## src/rtl/mem_stage_ctrl.sv

```systemverilog
// Memory-stage request controller: issues one cache request per accepted load/store strobe,
// holds it until dhit, then pulses dhit_out. Build option MEM_STAGE_TIMEOUT_EN adds a REQ watchdog.
module mem_stage_ctrl #(
    parameter int unsigned TIMEOUT_CYCLES = 64,
    parameter int unsigned ADDR_W         = 32
) (
    input  logic              CLK,
    input  logic              RST,
    input  logic              mem_req,
    input  logic              is_load,
    input  logic              is_store,
    input  logic [ADDR_W-1:0] exmem_addr,
    input  logic [31:0]       exmem_store_data,
    input  logic              dhit,
    input  logic [31:0]       dmemload,
    output logic              dmemREN,
    output logic              dmemWEN,
    output logic [ADDR_W-1:0] dmemaddr,
    output logic [31:0]       dmemstore,
    output logic [31:0]       load_data,
    output logic              dhit_out,
    output logic              mem_busy,
    output logic              req_err
);

    typedef enum logic [1:0] {
        IDLE,
        REQ,
        DONE
    } state_t;

    state_t            state_q;
    logic              ren_q;
    logic              wen_q;
    logic              hit_out_q;
    logic              busy_q;
    logic              err_q;
    logic [ADDR_W-1:0] addr_q;
    logic [31:0]       store_q;
    logic [31:0]       load_q;

    logic              op_valid;
    logic              op_conflict;
    logic              timeout;

    if (TIMEOUT_CYCLES < 1) begin : g_bad_timeout
        $error("mem_stage_ctrl: TIMEOUT_CYCLES must be at least 1");
    end

    assign op_valid    = is_load ^ is_store;
    assign op_conflict = is_load & is_store;

`ifdef MEM_STAGE_TIMEOUT_EN
    localparam int unsigned CNT_W = $clog2(TIMEOUT_CYCLES + 1);
    logic [CNT_W-1:0] cnt_q;

    // Fires in the last REQ cycle, so DONE follows exactly TIMEOUT_CYCLES REQ cycles.
    assign timeout = (cnt_q == CNT_W'(TIMEOUT_CYCLES - 1));

    always_ff @(posedge CLK) begin
        if (RST) begin
            cnt_q <= '0;
        end else if (state_q == IDLE) begin
            cnt_q <= '0;
        end else if (state_q == REQ && !dhit) begin
            cnt_q <= cnt_q + 1'b1;
        end
    end
`else
    assign timeout = 1'b0;
`endif

    always_ff @(posedge CLK) begin
        if (RST) begin
            state_q   <= IDLE;
            ren_q     <= 1'b0;
            wen_q     <= 1'b0;
            hit_out_q <= 1'b0;
            busy_q    <= 1'b0;
            err_q     <= 1'b0;
            addr_q    <= '0;
            store_q   <= '0;
            load_q    <= '0;
        end else begin
            case (state_q)
                IDLE: begin
                    hit_out_q <= 1'b0;
                    if (mem_req && op_valid) begin
                        addr_q  <= exmem_addr;
                        store_q <= exmem_store_data;
                        ren_q   <= is_load;
                        wen_q   <= is_store;
                        busy_q  <= 1'b1;
                        state_q <= REQ;
                    end else if (mem_req && op_conflict) begin
                        err_q <= 1'b1;
                    end
                end
                REQ: begin
                    if (mem_req) begin
                        err_q <= 1'b1;
                    end
                    if (dhit || timeout) begin
                        if (dhit && ren_q) begin
                            load_q <= dmemload;
                        end
                        if (!dhit) begin
                            err_q <= 1'b1;
                        end
                        ren_q     <= 1'b0;
                        wen_q     <= 1'b0;
                        busy_q    <= 1'b0;
                        hit_out_q <= 1'b1;
                        state_q   <= DONE;
                    end
                end
                DONE: begin
                    if (mem_req) begin
                        err_q <= 1'b1;
                    end
                    hit_out_q <= 1'b0;
                    state_q   <= IDLE;
                end
                default: begin
                    ren_q     <= 1'b0;
                    wen_q     <= 1'b0;
                    busy_q    <= 1'b0;
                    hit_out_q <= 1'b0;
                    state_q   <= IDLE;
                end
            endcase
        end
    end

    assign dmemREN   = ren_q;
    assign dmemWEN   = wen_q;
    assign dmemaddr  = addr_q;
    assign dmemstore = store_q;
    assign load_data = load_q;
    assign dhit_out  = hit_out_q;
    assign mem_busy  = busy_q;
    assign req_err   = err_q;

endmodule
```

## config.mk

```make
export PLATFORM = sky130hd
export DESIGN_NAME = mem_stage_ctrl
export DESIGN_NICKNAME = d
export VERILOG_FILES = /design/src/rtl/mem_stage_ctrl.sv
export SDC_FILE = /design/constraint.sdc
export NUM_CORES = 1
export LEC_CHECK = 0
export CELL_PAD_IN_SITES_DETAIL_PLACEMENT = 2
export CELL_PAD_IN_SITES_GLOBAL_PLACEMENT = 2
export CORE_UTILIZATION = 22
export CTS_CLUSTER_SIZE = 12
export DETAILED_ROUTE_END_ITERATION = 6
export PLACE_DENSITY_LB_ADDON = 0.3
export SETUP_SLACK_MARGIN = 0.4
export SLEW_MARGIN = 40
export SYNTH_ARGS = -nofsm -noshare
export SYNTH_HDL_FRONTEND = slang
export SYNTH_SLANG_ARGS = --single-unit
```

## constraint.sdc

```tcl
create_clock -name CLK -period 2.55 [get_ports CLK]
set_clock_uncertainty 0.05 [all_clocks]
set_input_delay 0.51 -clock CLK [delete_from_list [all_inputs] [get_ports CLK]]
set_output_delay 0.51 -clock CLK [all_outputs]
set_load 0.05 [all_outputs]
```

==> results of run 1 <==
[metrics by stage]
step	worst slack, ns	hold WS [ns]	instances	total power [W]
5_1_grt	0.402	0.416	871	0.00500
6_report	0.461	0.397	871	0.00474
4_1_cts	0.403	0.407	871	0.00484
2_1_floorplan	0.940	0.467	457	0.00287
3_5_place_dp	0.232	0.397	856	0.00347
3_3_place_gp	0.303	0.388	856	0.00341
[worst register-to-register path, cell delays in order, from the launching register on]
cell and delay [ns]:
sky130_fd_sc_hd__dfxtp_1 0.32, sky130_fd_sc_hd__inv_1 0.13, sky130_fd_sc_hd__ha_1 0.33, sky130_fd_sc_hd__and3_2 0.41, sky130_fd_sc_hd__buf_12 0.23, sky130_fd_sc_hd__nand2_1 0.10
sky130_fd_sc_hd__a21oi_1 0.17
[cell type report]
class	count	share of cell area, %
Multi-Input combinational cell	319	23.4
Inverter	4	0.241
Clock buffer	15	4.46
Tap cell	220	4.42
Timing Repair Buffer	210	34.3
Sequential cell	103	33.1
[registers in the layout, indices dropped and copies added (netlist names)]
register   count
dhit_out       1
dmemREN        1
dmemWEN        1
dmemaddr      32
dmemstore     32
load_data     32
mem_busy       1
req_err        1
state_q        2
[cells by family (layout without fill, tap and decap cells)]
logic type,count (synthesis),count (layout),share of synthesized area (%)
buffers and inverters,35,229,5.96
flip-flops,103,103,55.2
AND/OR/NAND/NOR,209,209,21.9
adder cells (fa/ha/maj),5,5,1.68
AO/OA/AOI/OAI,102,102,14.4
multiplexers,3,3,0.804
[placed cells by master, fill, tap and decap left out, types with 4 or more instances in the layout]
cell | synthesis | layout
sky130_fd_sc_hd__clkdlybuf4s50_1 | 0 | 199
sky130_fd_sc_hd__inv_1 | 4 | 4
sky130_fd_sc_hd__a21oi_1 | 97 | 97
sky130_fd_sc_hd__nand2_1 | 196 | 196
sky130_fd_sc_hd__buf_4 | 0 | 5
sky130_fd_sc_hd__ha_1 | 5 | 5
sky130_fd_sc_hd__clkbuf_16 | 0 | 9
sky130_fd_sc_hd__dfxtp_1 | 103 | 103
sky130_fd_sc_hd__buf_12 | 0 | 4
[cells in the mapped netlist]
library cell	number
sky130_fd_sc_hd__nor3_2	1
sky130_fd_sc_hd__buf_2	13
sky130_fd_sc_hd__or4b_1	1
sky130_fd_sc_hd__nand2_1	196
sky130_fd_sc_hd__o211a_1	1
sky130_fd_sc_hd__inv_1	4
sky130_fd_sc_hd__and3b_1	1
sky130_fd_sc_hd__mux2i_1	3
sky130_fd_sc_hd__clkbuf_1	11
sky130_fd_sc_hd__a21boi_4	1
sky130_fd_sc_hd__buf_8	6
sky130_fd_sc_hd__a21oi_1	97
sky130_fd_sc_hd__buf_6	1
sky130_fd_sc_hd__ha_1	5
sky130_fd_sc_hd__and3_1	2
sky130_fd_sc_hd__nand3_1	4
sky130_fd_sc_hd__nor2b_1	3
sky130_fd_sc_hd__dfxtp_1	103
sky130_fd_sc_hd__o31ai_1	1
sky130_fd_sc_hd__o21ai_0	1
sky130_fd_sc_hd__o221a_2	1
sky130_fd_sc_hd__nor2_1	1
[power groups by stage]
stage	Clock (W)	Sequential (W)	Combinational, W
global route	0.00146	0.00188	0.00166
finish	0.00133	0.00186	0.00155
global placement	0	0.00188	0.00153
CTS	0.00140	0.00186	0.00158
detailed placement	0	0.00189	0.00157
floorplan	0	0.00241	0.000456
[worst paths after layout]
| kind | cells after the start | to | slack (ns) | startpoint |
|---|---|---|---|---|
| max | 1 | dmemaddr[30] | 0.46 | dmemaddr[30] |
| min | 2 | req_err | 0.40 | req_err |
| max reg2reg | 6 | dmemaddr[21] | 0.73 | state_q[0] |
| min reg2reg | 2 | req_err | 0.40 | req_err |
[what timing repair did]
| item | 4_1_cts | 5_1_grt |
|---|---|---|
| hold buffers | 0 | 0 |
| resized for setup | 0 | 2 |
| endpoints found under the setup margin | 0 | 2 |
[metal layers]
layer / routed length [µm] / track usage [%]
met1: 5470 / 17.1
met2: 6600 / 28.1
met3: 1450 / 7.80
met4: 142 / 4.60
met5: 0 / 0
==> flow_metrics.tcl, run 1 <==
set metrics [dict create \
    run_status "finished clean" \
    drt_iter0_markers 83 \
    place.gp.congestion 0.704 \
    drtAntennaViolNets 0 \
    pwr_density_cell_nw_per_um2 762 \
    clk_path_buf_depth 2 \
    critical_path.startpoint_type "register" \
    ioPinCount 203 \
    cts-buffers-inserted 9 \
    ir_drop_worst_vdd_uv 305 \
    numClockSinks 103 \
    rsz_0062_raised_after_global_routing "no" \
    dieHeight_um 132 \
    netlist_instances 457 \
    switching_share_pct 34.9 \
    num-nets-final 754 \
    register_area_um2 2060 \
    num-fill-cells 1847 \
    comb_power_share_pct 32.8 \
    ys_ff_latch 103 \
    max_slew.worst_pin.slew_ns 0.551 \
    cts-root-buf "sky130_fd_sc_hd__clkbuf_16" \
    placed_area_um2 5940 \
    cpPeakStageDelay_ns 0.83 \
    start_util_pct 22.5 \
    insertedDiodeCount 0 \
    postCtsSetupBuffers 0 \
    drt_pass1_iterations 4 \
    dieWidth_um 132 \
    clkPwrFrac_pct 28.0 \
    net-switching-power_w 0.00165 \
    clk_lat_worst_skew_ns 0.34 \
    multi_input_area_um2 1460 \
    post_synth_instance_area_um2 3730 \
    dp_hpwl_um 9940 \
    p_seq_share_pct 39.2 \
    synth.top_cells.by_area "sky130_fd_sc_hd__dfxtp_1 (55%), sky130_fd_sc_hd__nand2_1 (20%), sky130_fd_sc_hd__a21oi_1 (13%)" \
    tritoncts "built" \
    core_um2 16600 \
    antenna_found_initial 0 \
    layout-area-overhead-vs-synth_pct 66.6 \
    cell_with_the_biggest_individual_delay_on_the_critical_path "sky130_fd_sc_hd__clkdlybuf4s50_1" \
    dr_total_vias 3820 \
    path_max_fanout 2 \
    grt_pass1_vias 4197 \
    critical_path_arrival_ns 1.53 \
    route.detailed.vias_per_inst 4.39 \
    global_route.usage.total_pct 16.1 \
    yosysUniqueCellTypes 22 \
    clk_pin_slew_worst_paths_ns 0.07 \
    holdCritPathClass "reg -> reg" \
    timing.final.setup_violations 0 \
    setup_tns_ns 0 \
    timing.critical_path.required_ns 1.99 \
    finalCritPeriodShare_pct 81.9 \
    hold_viol 0 \
    achievable-frequency_ghz 0.479 \
    ys_warn_count 0 \
    crit_chain "clkdlybuf4s50_1" \
    synthesis.nets 564 \
    detail_route.drc_violations 0 \
    io_buffer_count 202 \
    grt_first_pass_wirelength_um 22000 \
    power_report.internal_total_w 0.00309 \
    path_class "reg -> out" \
    syn_area_per_cell_um2 8.17 \
    yosys.area.top_type_share_pct 55.2 \
    report.final.slew_viol_count 0 \
    maximum_number_of_pins_on_one_net_before_global_route_repair 65 \
    final_util_pct 37.5 \
    path_delay_family "buffers and inverters" \
    rows 47 \
    timing.max_slew.rel_slack_pct 63.2 \
    cap_viol_max_count 0 \
    post-route-min-period_ns 2.09 \
    critPathCaptureType "primary output" \
    post_drt_wl_per_cell_um 15.7 \
    floorplan.die_area_um2 17500 \
    final_layout_size_suffix_gt1_share_pct 3.99 \
    overflow 0 \
    synth_sequential_area_ratio_pct 55.2 \
    synth_area_leader_cell "sky130_fd_sc_hd__dfxtp_1" \
    cellLeakagePower_nw 2.20 \
    h-tree-depth 3 \
    final_design_area_no_fill_um2 6220 \
    critical_path_buf_inv_count 1 \
    drt-total-wl_um 13700 \
]
(Power assumes the default switching activity.)
==> run 2, diff against run 1 <==
CORE_UTILIZATION = 18   (was 22)
clock period = 1.9 ns   (was 2.55 ns; I/O delays follow)
==> run 2 against run 1 <==
Against the previous run:
- worst setup slack got worse by 0.046 ns
- critical endpoint is now state_q[0]
- combinational power rose by 48%
- sequential power rose by 35%
- largest power group unchanged
==> flow_metrics.tcl, run 2 (same netlist as run 1, synthesis figures left out) <==
set metrics [dict create \
    timing.critical_path.required_ns 2.10 \
    core_um2 20300 \
    run_status "finished clean" \
    report.final.slew_viol_count 0 \
    drt_pass1_iterations 4 \
    num-fill-cells 2320 \
    finalCritPeriodShare_pct 78.1 \
    overflow 0 \
    register_area_um2 2070 \
    h-tree-depth 3 \
    finalHoldWorstSlack_ns 0.267 \
    num-nets-final 767 \
    route.detailed.vias_per_inst 4.14 \
    layout-area-overhead-vs-synth_pct 68.9 \
    critPathCaptureType "register" \
    grt_pass1_vias 4322 \
    clk_pin_slew_worst_paths_ns 0.07 \
    io_buffer_count 202 \
    cellLeakagePower_nw 2.47 \
    dr_total_vias 3875 \
    floorplan.die_area_um2 21300 \
    dieWidth_um 146 \
    p_seq_share_pct 38.0 \
    mostFrequentLayoutCell "sky130_fd_sc_hd__nand2_1" \
    ir_drop_worst_vdd_uv 377 \
    achievable-frequency_ghz 0.674 \
    path_max_fanout 5 \
    cap_viol_max_count 0 \
    rsz_0062_raised_after_global_routing "yes" \
    placed_area_um2 5790 \
    ioPinCount 203 \
    setup.reg_to_reg.worst_slack_ns 0.42 \
    clk_lat_worst_skew_ns 0.35 \
    place.gp.congestion 0.696 \
    final_design_area_no_fill_um2 6310 \
    timing.max_slew.rel_slack_pct 80.9 \
    max_slew.worst_pin.slew_ns 0.287 \
    critical_path_arrival_ns 1.68 \
    dp_hpwl_um 10100 \
    net-switching-power_w 0.00237 \
    drt-total-wl_um 14500 \
    critical_path.startpoint_type "register" \
    switching_share_pct 35.8 \
    antenna_found_initial 0 \
    final_total_power_w 0.00661 \
    hold_viol 0 \
    pwr_density_cell_nw_per_um2 1050 \
    insertedDiodeCount 0 \
    rows 52 \
    post-route-min-period_ns 1.48 \
    clk_path_buf_depth 2 \
    most-common-layout-cells "sky130_fd_sc_hd__nand2_1 (196), sky130_fd_sc_hd__buf_4 (107), sky130_fd_sc_hd__dfxtp_1 (101)" \
    multi_input_area_um2 1540 \
    grt_first_pass_wirelength_um 23000 \
    holdCritPathClass "in -> reg" \
    final_layout_size_suffix_gt1_share_pct 24.1 \
    tritoncts "built" \
    detail_route.drc_violations 0 \
    drtAntennaViolNets 0 \
    timing.final.setup_violations 0 \
    start_util_pct 18.4 \
    cts-buffers-inserted 9 \
    clkPwrFrac_pct 27.4 \
    numClockSinks 103 \
    post_drt_wl_per_cell_um 15.5 \
    maximum_number_of_pins_on_one_net_before_global_route_repair 59 \
    drt_iter0_markers 65 \
    path_class "reg -> reg" \
    global_route.usage.total_pct 13.6 \
    cts-root-buf "sky130_fd_sc_hd__clkbuf_16" \
    dieHeight_um 146 \
    power_report.internal_total_w 0.00425 \
    cts-hold-fix-buffers 0 \
    comb_power_share_pct 34.6 \
]
==> run 2: critical path: stages, from the launching register on <==
cell,delay [ns]
sky130_fd_sc_hd__dfxtp_2,0.36
sky130_fd_sc_hd__inv_4,0.06
sky130_fd_sc_hd__ha_4,0.17
sky130_fd_sc_hd__a21boi_4,0.15
sky130_fd_sc_hd__or4b_4,0.52
sky130_fd_sc_hd__o31ai_2,0.07
==> run 2: power by group through the flow <==
stage / logic [W] / clock network [W] / registers (W)
2_1_floorplan: 0.000612 / 0 / 0.00324
6_report: 0.00229 / 0.00181 / 0.00251
3_5_place_dp: 0.00207 / 0 / 0.00255
4_1_cts: 0.00229 / 0.00191 / 0.00251
5_1_grt: 0.00244 / 0.00201 / 0.00254
3_3_place_gp: 0.00202 / 0 / 0.00254
==> run 2: layout make-up <==
cell class                      count  area share (%)
Multi-Input combinational cell    319            24.3
Timing Repair Buffer              223            32.7
Inverter                            4           0.278
Clock buffer                       12            4.07
Tap cell                          270            5.36
Sequential cell                   103            32.8
Clock inverter                      4           0.476
==> run 2: final timing paths <==
check,startpoint,end,cells past startpoint
setup / recovery,state_q[1],state_q[0],5
hold / removal,RST,state_q[0],2
setup reg to reg,state_q[1],state_q[0],5
hold reg to reg,req_err,req_err,2
==> run 2: timing repair <==
| item | in CTS | in global routing |
|---|---|---|
| setup endpoints to repair | 105 | 29 |
| pin swaps | 3 | 2 |
| gates cloned | 3 | 0 |
| resized for setup | 32 | 18 |
| setup buffers | 7 | 2 |
==> run 2: stage by stage <==
stage	setup TNS, ns	instances	utilization (%)	setup WS [ns]
after detailed placement	-12.13	907	28.5	-0.248
after global placement	-7.69	907	28.5	-0.148
after CTS	0	933	30.9	0.379
after global routing	0	935	31.1	0.379
final	0	935	31.1	0.416
after floorplan	0	457	-	0.402
==> run 2: per-layer routing <==
layer | wire length, µm | share of wire (%) | track usage [%]
met3 | 1220 | 8.4 | 5.03
met4 | 187 | 1.3 | 4.38
met2 | 7340 | 51 | 24.5
met1 | 5740 | 40 | 14.7
met5 | 0 | 0 | 0
==> run 3, diff against run 2 <==
clock period = 1.3 ns   (was 1.9 ns; I/O delays follow)
==> run 3 against run 2 <==
Against the previous run:
- the run now ends with setup timing left
- final cell count rose by 5.1%
- wire length rose by 34%
- sequential power rose by 56%
- cell area rose by 44%
- via count rose by 7.7%
- hold slack got worse by 0.14 ns
- clock power rose by 80%
- critical endpoint is now dmemstore[21]
- largest power group is now combinational logic
- highest routed layer unchanged
==> flow_metrics.tcl, run 3 (same netlist as run 1, synthesis figures left out) <==
set metrics [dict create \
    holdCritPathClass "in -> reg" \
    switching_share_pct 34.1 \
    hold_path_cells 2 \
    drtAntennaViolNets 0 \
    comb_power_share_pct 42.7 \
    grt_first_pass_wirelength_um 26400 \
    dieWidth_um 146 \
    cpPeakStageDelay_ns 0.63 \
    setup_tns_ns -12.77 \
    critical_path.startpoint_type "input port" \
    timing.reg2reg.worst_path_depth 8 \
    cts-buffers-inserted 9 \
    finalHoldWorstSlack_ns 0.132 \
    critical_path_arrival_ns 1.77 \
    layout-area-overhead-vs-synth_pct 144 \
    critical_path_buf_inv_count 4 \
    path_class "in -> reg" \
    num-nets-final 815 \
    violations "setup timing" \
    ioPinCount 203 \
    rsz_0062_raised_after_global_routing "yes" \
    p_seq_share_pct 31.3 \
    post-route-min-period_ns 1.54 \
    max_slew.worst_pin.slew_ns 0.346 \
    fin_ws_ns -0.236 \
    drt_pass1_iterations 4 \
    dp_hpwl_um 11100 \
    most-common-layout-cells "sky130_fd_sc_hd__nand2_1 (133), sky130_fd_sc_hd__buf_12 (115), sky130_fd_sc_hd__clkdlybuf4s50_1 (98)" \
    rows 52 \
    global_route.usage.total_pct 16.2 \
    io_buffer_count 202 \
    cell_repeated_most_along_the_worst_path "sky130_fd_sc_hd__buf_12" \
    clk_lat_worst_skew_ns 0.35 \
    timing.critical_path.required_ns 1.53 \
    clkPwrFrac_pct 26.0 \
    start_util_pct 18.4 \
    cts-root-buf "sky130_fd_sc_hd__clkbuf_16" \
    core_um2 20300 \
    path_max_fanout 6 \
    power_report.internal_total_w 0.00823 \
    hold_viol 0 \
    critical_path_cell_count 7 \
    cellLeakagePower_nw 3.56 \
    achievable-frequency_ghz 0.651 \
    cell_with_the_biggest_individual_delay_on_the_critical_path "sky130_fd_sc_hd__clkdlybuf4s50_1" \
    grt_pass1_vias 4598 \
    pwr_density_cell_nw_per_um2 1370 \
    drt_iter0_markers 52 \
    h-tree-depth 3 \
    path_delay_family "buffers and inverters" \
    post_drt_wl_per_cell_um 19.7 \
    run_status "complete, but fails checks" \
    net-switching-power_w 0.00425 \
    route.detailed.vias_per_inst 4.25 \
    detail_route.drc_violations 0 \
    final_layout_size_suffix_gt1_share_pct 62.0 \
    timing.final.setup_violations 102 \
    numClockSinks 103 \
    final_total_power_w 0.0125 \
    antenna_found_initial 0 \
    dr_total_vias 4173 \
    dieHeight_um 146 \
    tritoncts "built" \
    clk_path_buf_depth 2 \
    drt-total-wl_um 19400 \
    finalCritPeriodShare_pct 118 \
    ir_drop_worst_vdd_uv 629 \
    critPathCaptureType "register" \
    mostFrequentLayoutCell "sky130_fd_sc_hd__nand2_1" \
    insertedDiodeCount 0 \
    place.gp.congestion 0.726 \
    cap_viol_max_count 0 \
    maximum_number_of_pins_on_one_net_before_global_route_repair 53 \
    floorplan.die_area_um2 21300 \
    clk_pin_slew_worst_paths_ns 0.07 \
    report.final.slew_viol_count 0 \
    setup.reg_to_reg.worst_slack_ns -0.23 \
    crit_chain "clkdlybuf4s50_1 -> and3_4 -> buf_12 -> buf_12 -> buf_16 -> nand2_4 -> a21oi_2" \
    overflow 0 \
    timing.max_slew.rel_slack_pct 76.9 \
]
[run 3: cell count changes in the layout (fill, tap and decap cells not counted), moves of 6 or more]
cell                        before  now
sky130_fd_sc_hd__nand2_1       196  133
sky130_fd_sc_hd__dfxtp_1       101    0
sky130_fd_sc_hd__buf_12          6  115
sky130_fd_sc_hd__a21oi_1        90   21
sky130_fd_sc_hd__clkbuf_16       9   16
sky130_fd_sc_hd__nand2_2         0   26
sky130_fd_sc_hd__buf_4         107   32
sky130_fd_sc_hd__a21oi_2         7   76
sky130_fd_sc_hd__dfxtp_4         1    8
sky130_fd_sc_hd__nand2_4         0   37
sky130_fd_sc_hd__dfxtp_2         1   95
sky130_fd_sc_hd__buf_6           3    9
[run 3: metal layers]
metal / track usage, % / up-vias / wire length (µm)
met4: 4.48 / 0 / 237
met2: 30.7 / 125 / 10800
met3: 5.19 / 15 / 1100
met1: 17.1 / 2049 / 7220
met5: 0 / - / 0
li1: - / 1984 / -
[run 3: final cells by class]
cell class / count / area, µm²
well taps: 270 / 338
flip-flops and latches: 103 / 2210
repair buffers: 271 / 4030
clock buffers: 9 / 225
clock inverters: 7 / 125
multi-input cells: 319 / 2160
fillers: 2023 / 11200
inverters: 4 / 20.0
[run 3: path summary, 6_finish.rpt]
path,startpoint,end
hold / removal,RST,dmemstore[24]
setup / recovery,mem_req,dmemstore[21]
hold reg to reg,dmemaddr[20],dmemaddr[20]
setup reg to reg,state_q[0],dmemstore[21]
[run 3: power groups by stage]
| stage | combinational (W) | sequential, W | clock [W] |
|---|---|---|---|
| floorplan | 0.000937 | 0.00481 | 0 |
| CTS | 0.00463 | 0.00390 | 0.00338 |
| finish | 0.00532 | 0.00391 | 0.00325 |
| global placement | 0.00381 | 0.00394 | 0 |
| global route | 0.00556 | 0.00395 | 0.00347 |
| detailed placement | 0.00389 | 0.00397 | 0 |
[run 3: per-stage QoR]
stage | cells | utilization [%] | area, µm² | worst slack, ns
after floorplan | 457 | - | 3920 | -0.0800
after global placement | 913 | 35.7 | 7250 | -0.569
after detailed placement | 913 | 35.7 | 7250 | -0.657
after CTS | 957 | 40.1 | 8140 | -0.203
after global routing | 983 | 44.9 | 9100 | -0.281
final | 983 | 44.9 | 9100 | -0.236
[run 3: timing repair]
action	CTS	global route
buffers inserted	21	16
setup endpoints to repair	204	204
gates resized for setup	43	173
hold buffers	0	0
cloned	7	10
pin swaps	6	83
